===== src/rtl/fetch_unit_if.sv =====
// fetch_unit_if: groups the fetch stage's memory, decode and control signals.
// master = fetch unit side, slave = surrounding pipeline / instruction memory.
interface fetch_unit_if #(
   parameter int unsigned DATA_WIDTH                = 32,
   parameter int unsigned INSTRUCTIONMEM_ADDR_WIDTH = 11
);
   // Control from decode / execute
   logic                                 stall;
   logic                                 branchTaken;
   logic [INSTRUCTIONMEM_ADDR_WIDTH-1:0] branchTarget;
   logic                                 haltRequest;
   logic                                 resume;

   // Instruction memory read port
   logic [INSTRUCTIONMEM_ADDR_WIDTH-1:0] instrAddr;
   logic [DATA_WIDTH-1:0]                instrData;

   // Delivered instruction to decode
   logic [DATA_WIDTH-1:0]                instruction;
   logic [INSTRUCTIONMEM_ADDR_WIDTH-1:0] instructionPC;
   logic                                 instructionValid;
   logic                                 halted;

   modport master (
      input  stall,
      input  branchTaken,
      input  branchTarget,
      input  haltRequest,
      input  resume,
      input  instrData,
      output instrAddr,
      output instruction,
      output instructionPC,
      output instructionValid,
      output halted
   );

   modport slave (
      output stall,
      output branchTaken,
      output branchTarget,
      output haltRequest,
      output resume,
      output instrData,
      input  instrAddr,
      input  instruction,
      input  instructionPC,
      input  instructionValid,
      input  halted
   );
endinterface


===== src/rtl/fetch_unit.sv =====
// fetch_unit: instruction-fetch stage. Owns the PC, drives the instruction
// memory read address and hides the memory's one-cycle registered read
// latency, delivering instruction/PC/valid to decode with stall, branch
// redirect/flush and halt/resume support.
// Optional feature macro: FETCH_AUTO_HALT_EN (halt when a delivered word
// carries HALT_OPCODE in its top six bits).
module fetch_unit #(
   parameter int unsigned DATA_WIDTH                = 32,
   parameter int unsigned INSTRUCTIONMEM_ADDR_WIDTH = 11,
   parameter logic [INSTRUCTIONMEM_ADDR_WIDTH-1:0] RESET_PC = '0,
   parameter logic [5:0]  HALT_OPCODE               = 6'h3F
) (
   input  logic          clock,
   input  logic          reset,
   fetch_unit_if.master  bus
);

   localparam int unsigned ADDR_W   = INSTRUCTIONMEM_ADDR_WIDTH;
   localparam int unsigned OPCODE_W = 6;

   typedef enum logic {
      RUN    = 1'b0,
      HALTED = 1'b1
   } fetchState_e;

   fetchState_e       state;
   logic [ADDR_W-1:0] pc;
   logic [ADDR_W-1:0] pendingPC;
   logic              pendingValid;

   logic              autoHalt;
   logic              issue;

`ifdef FETCH_AUTO_HALT_EN
   logic                deliver;
   logic [OPCODE_W-1:0] deliveredOpcode;

   // A delivered word whose opcode is the halt opcode stops fetching on the same edge
   assign deliver         = !bus.stall && pendingValid;
   assign deliveredOpcode = bus.instrData[DATA_WIDTH-1 -: OPCODE_W];
   assign autoHalt        = deliver && (deliveredOpcode == HALT_OPCODE);
`else
   assign autoHalt = 1'b0;
`endif

   // New fetch is issued only while running, not back-pressured and not halting
   assign issue = (state == RUN) && !bus.stall && !bus.haltRequest && !autoHalt;

   // During a stall re-present the pending address so the memory re-reads that word
   assign bus.instrAddr = (bus.stall && pendingValid) ? pendingPC : pc;

   // PC, pending slot, output stage and RUN/HALTED state
   always_ff @(posedge clock) begin
      if (reset) begin
         pc                   <= RESET_PC;
         pendingPC            <= '0;
         pendingValid         <= 1'b0;
         state                <= RUN;
         bus.halted           <= 1'b0;
         bus.instruction      <= '0;
         bus.instructionPC    <= '0;
         bus.instructionValid <= 1'b0;
      end else if (bus.branchTaken) begin
         // Redirect flushes both the pending and the output stage
         pc                   <= bus.branchTarget;
         pendingValid         <= 1'b0;
         bus.instructionValid <= 1'b0;
      end else begin
         // Output stage: capture the word that arrives this cycle
         if (!bus.stall) begin
            bus.instructionValid <= pendingValid;
            if (pendingValid) begin
               bus.instruction   <= bus.instrData;
               bus.instructionPC <= pendingPC;
            end
         end

         // Issue stage
         if (issue) begin
            pendingPC    <= pc;
            pendingValid <= 1'b1;
            pc           <= pc + ADDR_W'(1);
         end else if (!bus.stall) begin
            pendingValid <= 1'b0;
         end

         // Run/halt state; haltRequest wins over resume while halted
         case (state)
            RUN: begin
               if (bus.haltRequest || autoHalt) begin
                  state      <= HALTED;
                  bus.halted <= 1'b1;
               end
            end
            HALTED: begin
               if (bus.resume && !bus.haltRequest) begin
                  state      <= RUN;
                  bus.halted <= 1'b0;
               end
            end
            default: begin
               state      <= RUN;
               bus.halted <= 1'b0;
            end
         endcase
      end
   end

endmodule


===== src/flat_wrapper.sv =====
// flat-port wrapper written by rule: the top's interface ports become plain ports
module fetch_unit_flat 
#(
   parameter int unsigned DATA_WIDTH                = 32,
   parameter int unsigned INSTRUCTIONMEM_ADDR_WIDTH = 11,
   parameter logic [INSTRUCTIONMEM_ADDR_WIDTH-1:0] RESET_PC = '0,
   parameter logic [5:0]  HALT_OPCODE               = 6'h3F
)
  (clock, reset, bus_stall, bus_branchTaken, bus_branchTarget, bus_haltRequest, bus_resume, bus_instrData, bus_instrAddr, bus_instruction, bus_instructionPC, bus_instructionValid, bus_halted);
  fetch_unit_if #(.DATA_WIDTH(DATA_WIDTH), .INSTRUCTIONMEM_ADDR_WIDTH(INSTRUCTIONMEM_ADDR_WIDTH)) bus_i ();
  input  logic clock;
  input  logic reset;
  input wire logic [$bits(bus_i.stall)-1:0] bus_stall;
  input wire logic [$bits(bus_i.branchTaken)-1:0] bus_branchTaken;
  input wire logic [$bits(bus_i.branchTarget)-1:0] bus_branchTarget;
  input wire logic [$bits(bus_i.haltRequest)-1:0] bus_haltRequest;
  input wire logic [$bits(bus_i.resume)-1:0] bus_resume;
  input wire logic [$bits(bus_i.instrData)-1:0] bus_instrData;
  output wire logic [$bits(bus_i.instrAddr)-1:0] bus_instrAddr;
  output wire logic [$bits(bus_i.instruction)-1:0] bus_instruction;
  output wire logic [$bits(bus_i.instructionPC)-1:0] bus_instructionPC;
  output wire logic [$bits(bus_i.instructionValid)-1:0] bus_instructionValid;
  output wire logic [$bits(bus_i.halted)-1:0] bus_halted;
  assign bus_i.stall = bus_stall;
  assign bus_i.branchTaken = bus_branchTaken;
  assign bus_i.branchTarget = bus_branchTarget;
  assign bus_i.haltRequest = bus_haltRequest;
  assign bus_i.resume = bus_resume;
  assign bus_i.instrData = bus_instrData;
  assign bus_instrAddr = bus_i.instrAddr;
  assign bus_instruction = bus_i.instruction;
  assign bus_instructionPC = bus_i.instructionPC;
  assign bus_instructionValid = bus_i.instructionValid;
  assign bus_halted = bus_i.halted;
  fetch_unit #(.DATA_WIDTH(DATA_WIDTH), .INSTRUCTIONMEM_ADDR_WIDTH(INSTRUCTIONMEM_ADDR_WIDTH), .RESET_PC(RESET_PC), .HALT_OPCODE(HALT_OPCODE)) u_core (.clock(clock), .reset(reset), .bus(bus_i));
endmodule

===== config.mk =====
export PLATFORM = sky130hd
export DESIGN_NAME = fetch_unit_flat
export DESIGN_NICKNAME = d
export VERILOG_FILES = /design/src/rtl/fetch_unit_if.sv /design/src/rtl/fetch_unit.sv /design/src/flat_wrapper.sv
export SDC_FILE = /design/constraint.sdc
export NUM_CORES = 1
export LEC_CHECK = 0
export CAP_MARGIN = 20
export CORE_MARGIN = 5
export CORE_UTILIZATION = 25
export CTS_CLUSTER_DIAMETER = 50
export DETAILED_ROUTE_END_ITERATION = 10
export GPL_TIMING_DRIVEN = 1
export SLEW_MARGIN = 10
export SYNTH_ARGS = -nofsm -noshare
export SYNTH_HDL_FRONTEND = slang
export SYNTH_SLANG_ARGS = --single-unit

===== constraint.sdc =====
create_clock -name clock -period 4.5 [get_ports clock]
set_input_delay 0.45 -clock clock [delete_from_list [all_inputs] [get_ports clock]]
set_output_delay 0.45 -clock clock [all_outputs]
set_load 0.005 [all_outputs]

After elaboration in Yosys (flattened, before gate mapping)
Index checks and enable logic that the tools add are counted.

storage, ports and cells
  register bits after elaboration = 69
  logic and storage cells = 37
  output and inout bits = 56
  bits of input ports = 49

cells by class
  reduce and logical (&&, ||, !) cells = 11
  add/sub/neg operators = 1
  eq/ne operators = 3
  bitwise gates (word level) = 3
  multiplexer cells = 11

operator list
  kind                   number
  $mux 11                3
  $add 11x1->11 const B  1
  $mux 1                 6
  $reduce_and 3->1       2
  $logic_and 1x1->1      4
  $ne 2x2->1 const B     2
  $pmux 1 s2             2
  $not 1->1              3
  $logic_not 1->1        2
  $ne 2x1->1 const B     1
  $reduce_and 2->1       1
  $reduce_bool 2->1      1
  $reduce_or 2->1        1

Logic depth before layout (Yosys ltp)
Gate-level depths: netlist of the first run.

  depth after elaboration = 5
  mapped depth = 6
  depth with buffers taken out = 4

Worst setup path before layout of the first run
No wires, ideal clock.

  kind = input port to output port
  start = input bus_stall
  end = output bus_instrAddr[0]
  path slack = 2.677 ns
  data arrival time = 1.373 ns
  stages on the path = 4
  required time = 4.050 ns
  buffers on the path = 2
  cells stage by stage = buf_6 > nand2_1 > clkbuf_1 > mux2_2

between the ends
  cells in the longest elaborated chain, start to end = 2

ends and longest elaborated chain
  element            RTL line            source
  start, declared    flat_wrapper.sv:13  input wire logic [$bits(bus_i.stall)-1:0] bus_stall;
  $logic_and 1x1->1  fetch_unit.sv:50    assign bus.instrAddr = (bus.stall && pendingValid) ? pendingPC : pc;
  $mux 11            fetch_unit.sv:50
  end, declared      flat_wrapper.sv:19  output wire logic [$bits(bus_i.instrAddr)-1:0] bus_instrAddr;

No other way between the ends.

Worst setup path after layout of the first run
  start = input bus_stall
  end = output bus_instrAddr[3]

Same word-level chain as after synthesis.

==> results of run 1 <==
## stage by stage
stage          hold slack (ps)  instances
6_report                   450        588
5_1_grt                    468        588
4_1_cts                    454        588
3_5_place_dp               447        572
3_3_place_gp               441        572
2_1_floorplan              443        353
## worst reg2reg max path: stages, from the launching register on
cell,delay (ps)
dfxtp_1,480
ha_1,270
nand3_1,190
or4_1,440
a311oi_1,260
## final timing paths
check	start	cells after the start	endpoint
max	bus_stall	4	bus_instrAddr[3]
min	u_core.bus.instructionPC[9]	2	u_core.bus.instructionPC[9]
max reg2reg	u_core.pc[0]	4	u_core.pc[6]
min reg2reg	u_core.bus.instructionPC[9]	2	u_core.bus.instructionPC[9]
## cells in the mapped netlist (all sizes together) (2+ instances only)
cell type,instances,share of area
nor3,7,0.012
a211oi,7,0.019
nor2,10,0.013
a311oi,4,0.012
or3,3,0.0084
inv,4,0.0053
nor2b,3,0.0067
nand4,3,0.0067
nand2b,2,0.0044
or4,4,0.011
a2111oi,2,0.0062
nand3b,3,0.0080
clkbuf,27,0.036
nor4,3,0.0067
nand2,113,0.15
mux2,11,0.044
o31ai,2,0.0053
o21ai,4,0.0071
nand3,3,0.0053
and4,2,0.0062
a21oi,55,0.098
dfxtp,69,0.49
## cell families (layout without fill, tap and decap cells)
family	count (synthesis)	after routing	synth area share
AO/OA/AOI/OAI	79	79	0.163
XOR/XNOR	1	1	0.00310
AND/OR/NAND/NOR	159	159	0.247
buffers and inverters	32	127	0.0457
adder cells (fa/ha/maj)	1	1	0.00443
multiplexers	12	12	0.0475
flip-flops	69	69	0.490
## routing by layer
metal,vias to the layer above,global-route usage,wire [µm]
li1,1386,-,-
met2,102,0.196,3820
met5,-,0,0
met4,0,0.0449,126
met1,1266,0.161,3760
met3,12,0.0311,631
## cell usage in the layout, fill, tap and decap left out, types with 2 or more instances in the layout
master	n
nand2b_1	2
nor2b_1	3
o31ai_1	2
or3_1	2
nor4_1	3
mux2_2	11
clkinv_2	2
nor3_1	7
nand3b_1	3
buf_4	3
nand4_1	3
or4_1	4
nand2_1	113
a21oi_1	55
nand3_1	3
a211oi_1	7
inv_1	4
a2111oi_0	2
a311oi_1	4
and4_1	2
clkdlybuf4s50_1	103
bufinv_16	2
clkbuf_16	9
nor2_1	10
o21ai_0	4
dfxtp_1	69
clkinv_4	2
## report_power, final
part	leakage, nW	internal [mW]	total [mW]	switching (mW)
clock network	0.156	0.485	0.739	0.254
registers	0.559	0.623	0.641	0.0176
logic	0.697	0.0728	0.121	0.0485
## final cells by class
cell class / count / share of cell area
Clock inverter: 6 / 0.0205
Clock buffer: 10 / 0.0537
Tap cell: 140 / 0.0411
Timing Repair Buffer: 107 / 0.248
Sequential cell: 69 / 0.324
Inverter: 4 / 0.00352
Multi-Input combinational cell: 252 / 0.309
## sequential cells by signal, indices dropped and copies added (netlist names)
name	flops
u_core.pc	11
u_core.bus.instructionValid	1
u_core.pendingValid	1
u_core.bus.instructionPC	11
u_core.bus.halted	1
u_core.state	1
u_core.bus.instruction	32
u_core.pendingPC	11
==> impl_results.md, run 1 <==
* Async set or reset register ratio after synthesis at 0
* Wire length per cell at 14.2 µm
* Die height at 116 µm
* Post-synth EDFFs at 0
* Critical path arrival at between 2000 and 2500 ps
* Startpoint Class: primary input
* Via density at 4.70
* Final instance area at 4260 µm²
* Final ANT Viol Nets at 0
* Syn avg cell area at between 7 and 8 µm²
* Total chip power at 1.50 mW
* Sequential Area at 1380 µm²
* Critical path, cell by cell: clkdlybuf4s50_1 > nand2_1 > mux2_2 > clkdlybuf4s50_1
* Area of the core at 10900 µm²
* Syn Nets at slightly above 400
* Crit. End Element: primary output
* DP Worst Slack at 1660 ps
* Synthesized cell area at 2820 µm²
* Kind of critical path: in -> out
* Register area share after synthesis at 0.490
* GR Util All Layers at 0.123
* Iteration-0 DRC Markers at 141
* Status: complete, no violations
* Routed via count at 2766
* # rows at 38
* Tcrit/Tclk final at 0.621
* CTS tree: yes
* Critical path fanouts, max at 12
* Synth Warn # at 0
* Largest net degree at the start of global routing at 44
* First-pass GRT wire length at 13200 µm
* Multi-input logic area at 1320 µm²
* Leak at 1.41 nW
* Hold Crit Class: reg -> reg
* Post-placement cell area at 3950 µm²
* Total CTS buffers at 9
* Fin nets at 493
* TritonRoute pass-1 iters at 4
* Max-slew headroom at 0.383
* Crit path time final at 2790 ps
* Max Cap Viol at 0
* CTS root buffer: clkbuf_16
* Post-CTS Setup Bufs at 0
* Syn-to-layout area delta at 51.1%
* Most used cell along the critical path: clkdlybuf4s50_1
* VDD IR max at 0.163 mV
* Cts hold-fix bufs at 0
* Slew @ Worst Pin at 926 ps
* Buf/Inv on CP at 2
* Slew Limit Fails at 0
* Netlist cell types at 36
* Post-synth top flop: dfxtp_1
* Power Density at 352 nW/µm²
* Grt ovf at 0
* Detailed Route WL at 8340 µm
* # setup viols final at 0
* RSZ-0062 raised after global routing: false
* Initial Util at 0.258
* Final Util at 0.390
* CP delay by family, top: buffers and inverters
* Maximum clock path buffer count at 2
* Share of layout cells above drive strength 1 at 0.0737
* Placer congestion estimate at 0.773
* Reg2reg setup slack at 2780 ps
* Fin. Hold Viols at 0
* Slowest CP cell: clkdlybuf4s50_1
* Fmax at 0.358 GHz
* Setup Skew at around 9 ps
* DPL Wire Length at ~5800 µm
* Post-Synthesis Cells at between 300 and 400
* Vias in the first global route at 2582
* Die Area at about 14000 µm²
* Initial antenna violation count at 0
* I/O pin cnt at 105
* DRC Markers at 0
* IO Port Bufs at 104
* Worst-path clk slew at 50 ps
* Sum Neg Setup Slack at 0 ps
* Critical Path Max Stage Delay at 540 ps
* Die X-Extent at 116 µm
* # clock sinks at approximately 70
* H-tree Lvls at 3
* Post-CTS resize count at 0
* Antenna Cells at 0
* Fill cells at 1158
* Seq cells post-synth at roughly 70
* Skew-Pair Late Insertion Delay at 320 ps
* Worst setup margin at 1710 ps
* Crit path required time at 4050 ps
No activity file was read; power rests on OpenSTA's default activity.
==> inputs of run 2 (changes only) <==
==> constraint.sdc (replaced) <==
create_clock -name clock -period 2.8 [get_ports clock]
set_input_delay 0.28 -clock clock [delete_from_list [all_inputs] [get_ports clock]]
set_output_delay 0.28 -clock clock [all_outputs]
set_load 0.005 [all_outputs]
==> run 2 against run 1 <==
  * Non-clock buffer count grew 3
  * Die area unchanged
  * Total power is 69% higher
  * First-iteration DRC count rose by 2.1%
  * Critical path depth did not move
  * Core utilization is 0.48 points higher
  * Setup slack got worse by 1200 ps
  * Critical path type unchanged
==> impl_results.md, run 2 (synthesis gave the netlist of run 1 again) <==
* Fin. Hold Viols at 0 (unchanged)
* Initial antenna violation count at 0 (unchanged)
* Area of the core at 10900 µm² (unchanged)
* Worst Reg-to-Reg Cells at 4 (unchanged)
* Terminus of the critical flop-to-flop path: u_core.pc[6] (unchanged)
* CP delay by family, top: buffers and inverters (unchanged)
* Largest Register: u_core.bus.instruction (unchanged)
* Kind of critical path: in -> out (unchanged)
* Max Cap Viol at 0 (unchanged)
* Largest net degree at the start of global routing at 46 (was 44)
* Maximum clock path buffer count at 2 (unchanged)
* Critical path, cell by cell: clkdlybuf4s50_1 > nand2_1 > mux2_2 > clkdlybuf4s50_1 (unchanged)
* HP Start: u_core.bus.instructionPC[9] (unchanged)
* Grt ovf at 0 (unchanged)
* Slew @ Worst Pin at 975 ps (was 926 ps)
* TritonRoute pass-1 iters at 4 (unchanged)
* Crit. End Element: primary output (unchanged)
* # rows at 38 (unchanged)
* Met1 wire length at 3810 µm (was 3760 µm)
* Hold Crit Class: reg -> reg (unchanged)
* RSZ-0062 raised after global routing: false (unchanged)
* Worst setup margin at 491 ps (was 1710 ps)
* Slowest CP cell: clkdlybuf4s50_1 (unchanged)
* I/O pin cnt at 105 (unchanged)
* CTS tree: yes (unchanged)
* Power Density at 587 nW/µm² (was 352 nW/µm²)
* DPL Wire Length at 5880 µm (was 5790 µm)
* IO Port Bufs at 104 (unchanged)
* Post-CTS resize count at 0 (unchanged)
* Placer congestion estimate at 0.804 (was 0.773)
* DP Worst Slack at 505 ps (was 1660 ps)
* Non-filler cells in the finished layout at 591 (was 588)
* Share of layout cells above drive strength 1 at 0.0820 (was 0.0737)
* Vias in the first global route at 2689 (was 2582)
* Crit path required time at 2520 ps (was 4050 ps)
* Fin nets at 496 (was 493)
* Max-slew headroom at 0.350 (was 0.383)
* Die height at 116 µm (unchanged)
* VDD IR max at 0.345 mV (was 0.163 mV)
* Via density at 4.66 (was 4.70)
* Placed Cells incl. Taps at 575 (was 572)
* Tcrit/Tclk final at 0.825
* Iteration-0 DRC Markers at 144 (was 141)
* DRC Markers at 0 (unchanged)
* Most used cell along the critical path: clkdlybuf4s50_1 (unchanged)
* Setup Skew at 8.24 ps (was 9.12 ps)
* Slew Limit Fails at 0 (unchanged)
* Final ANT Viol Nets at 0 (unchanged)
* # setup viols final at 0 (unchanged)
* Max layer used: met4 (unchanged)
* Hold Crit Depth at 2 (unchanged)
* Routed via count at 2752 (was 2766)
* Critical path arrival at 2030 ps (was 2340 ps)
* Antenna Cells at 0 (unchanged)
* Hold_ws at 453 ps (was 450 ps)
* Sum Neg Setup Slack at 0 ps (unchanged)
* Critical Path Max Stage Delay at 470 ps (was 540 ps)
* Status: complete, no violations (unchanged)
* H-tree Lvls at 3 (unchanged)
* Total CTS buffers at 9 (unchanged)
* Syn-to-layout area delta at 52.9% (was 51.1%)
* Met2 WL at 3930 µm (was 3820 µm)
* Cts hold-fix bufs at 0 (unchanged)
* Buf/Inv on CP at 2 (unchanged)
* Commonest non-fill, non-tap cells in the layout: nand2_1, clkdlybuf4s50_1, dfxtp_1 (unchanged)
* Startpoint Class: primary input (unchanged)
* Skew-Pair Late Insertion Delay at 320 ps (about the same)
* Fmax at 0.433 GHz
* Crit path time final at 2310 ps
* # clock sinks at 69 (unchanged)
* CTS root buffer: clkbuf_16 (unchanged)
* Leak at 1.44 nW (was 1.41 nW)
* Total chip power at 2.53 mW (was 1.50 mW)
* Critical path fanouts, max at 12 (unchanged)
* Max reg flops at 32 (unchanged)
* Wire length per cell at 14.1 µm (was 14.2 µm)
* Reg2reg setup slack at 1100 ps (was 2780 ps)
* Worst r2r src: u_core.pc[0] (unchanged)
* Post-CTS Setup Bufs at 0 (unchanged)
* Die Area at 13500 µm² (unchanged)
* Initial Util at 0.258 (unchanged)
* Worst-path clk slew at 50 ps (about the same)
* Die X-Extent at 116 µm (unchanged)
* First-pass GRT wire length at 13300 µm (was 13200 µm)
* Detailed Route WL at 8350 µm (was 8340 µm)
* WHS Endpoint: u_core.bus.instructionPC[9] (unchanged)
* Commonest non-fill, non-tap cell in the layout: nand2_1 (unchanged)
* Met3 wire length at 517 µm (was 631 µm)
* GR Util All Layers at 0.123 (about the same)
-- run 2: per-stage QoR --
step                      instance area [µm²]  utilization
after floorplan                          2820            -
after global routing                     4320        0.395
final                                    4320        0.395
after detailed placement                 3970        0.363
after CTS                                4320        0.395
after global placement                   3970        0.363
-- run 2: area by class of cell --
type                       instances  area, µm²
clock buffer                       9        225
clock inverter                     7        121
fill                            1135       6620
inverter                           4       15.0
multi-input combinational        252       1320
sequential                        69       1380
tap                              140        175
timing repair buffer             110       1080
-- run 2: worst max path at each step --
stage                         start                to  slack [ps]  depth (start not counted)
after floorplan           bus_stall      u_core.pc[8]        1210                          4
after global placement    bus_stall  bus_instrAddr[9]         500                          4
after detailed placement  bus_stall  bus_instrAddr[9]         510                          4
after CTS                 bus_stall  bus_instrAddr[9]         500                          4
after global routing      bus_stall  bus_instrAddr[9]         410                          4
final                     bus_stall  bus_instrAddr[9]         490                          4
-- run 2: tightest hold or removal path, cell delays in order, from the launching register on --
cell,delay (ps)
dfxtp_1,300
nand2_1,50
a21oi_1,50
-- run 2: report_power, final --
| part | internal [mW] | switching, mW | total (mW) |
|---|---|---|---|
| Sequential | 1.00 | 0.0285 | 1.03 |
| Clock | 0.876 | 0.428 | 1.30 |
| Combinational | 0.120 | 0.0781 | 0.198 |
-- run 2: routing by layer --
layer / GRT usage / up-vias
met1: 0.153 / 1268
met3: 0.0373 / 8
met2: 0.209 / 79
met5: 0 / -
li1: - / 1397
met4: 0.0278 / 0
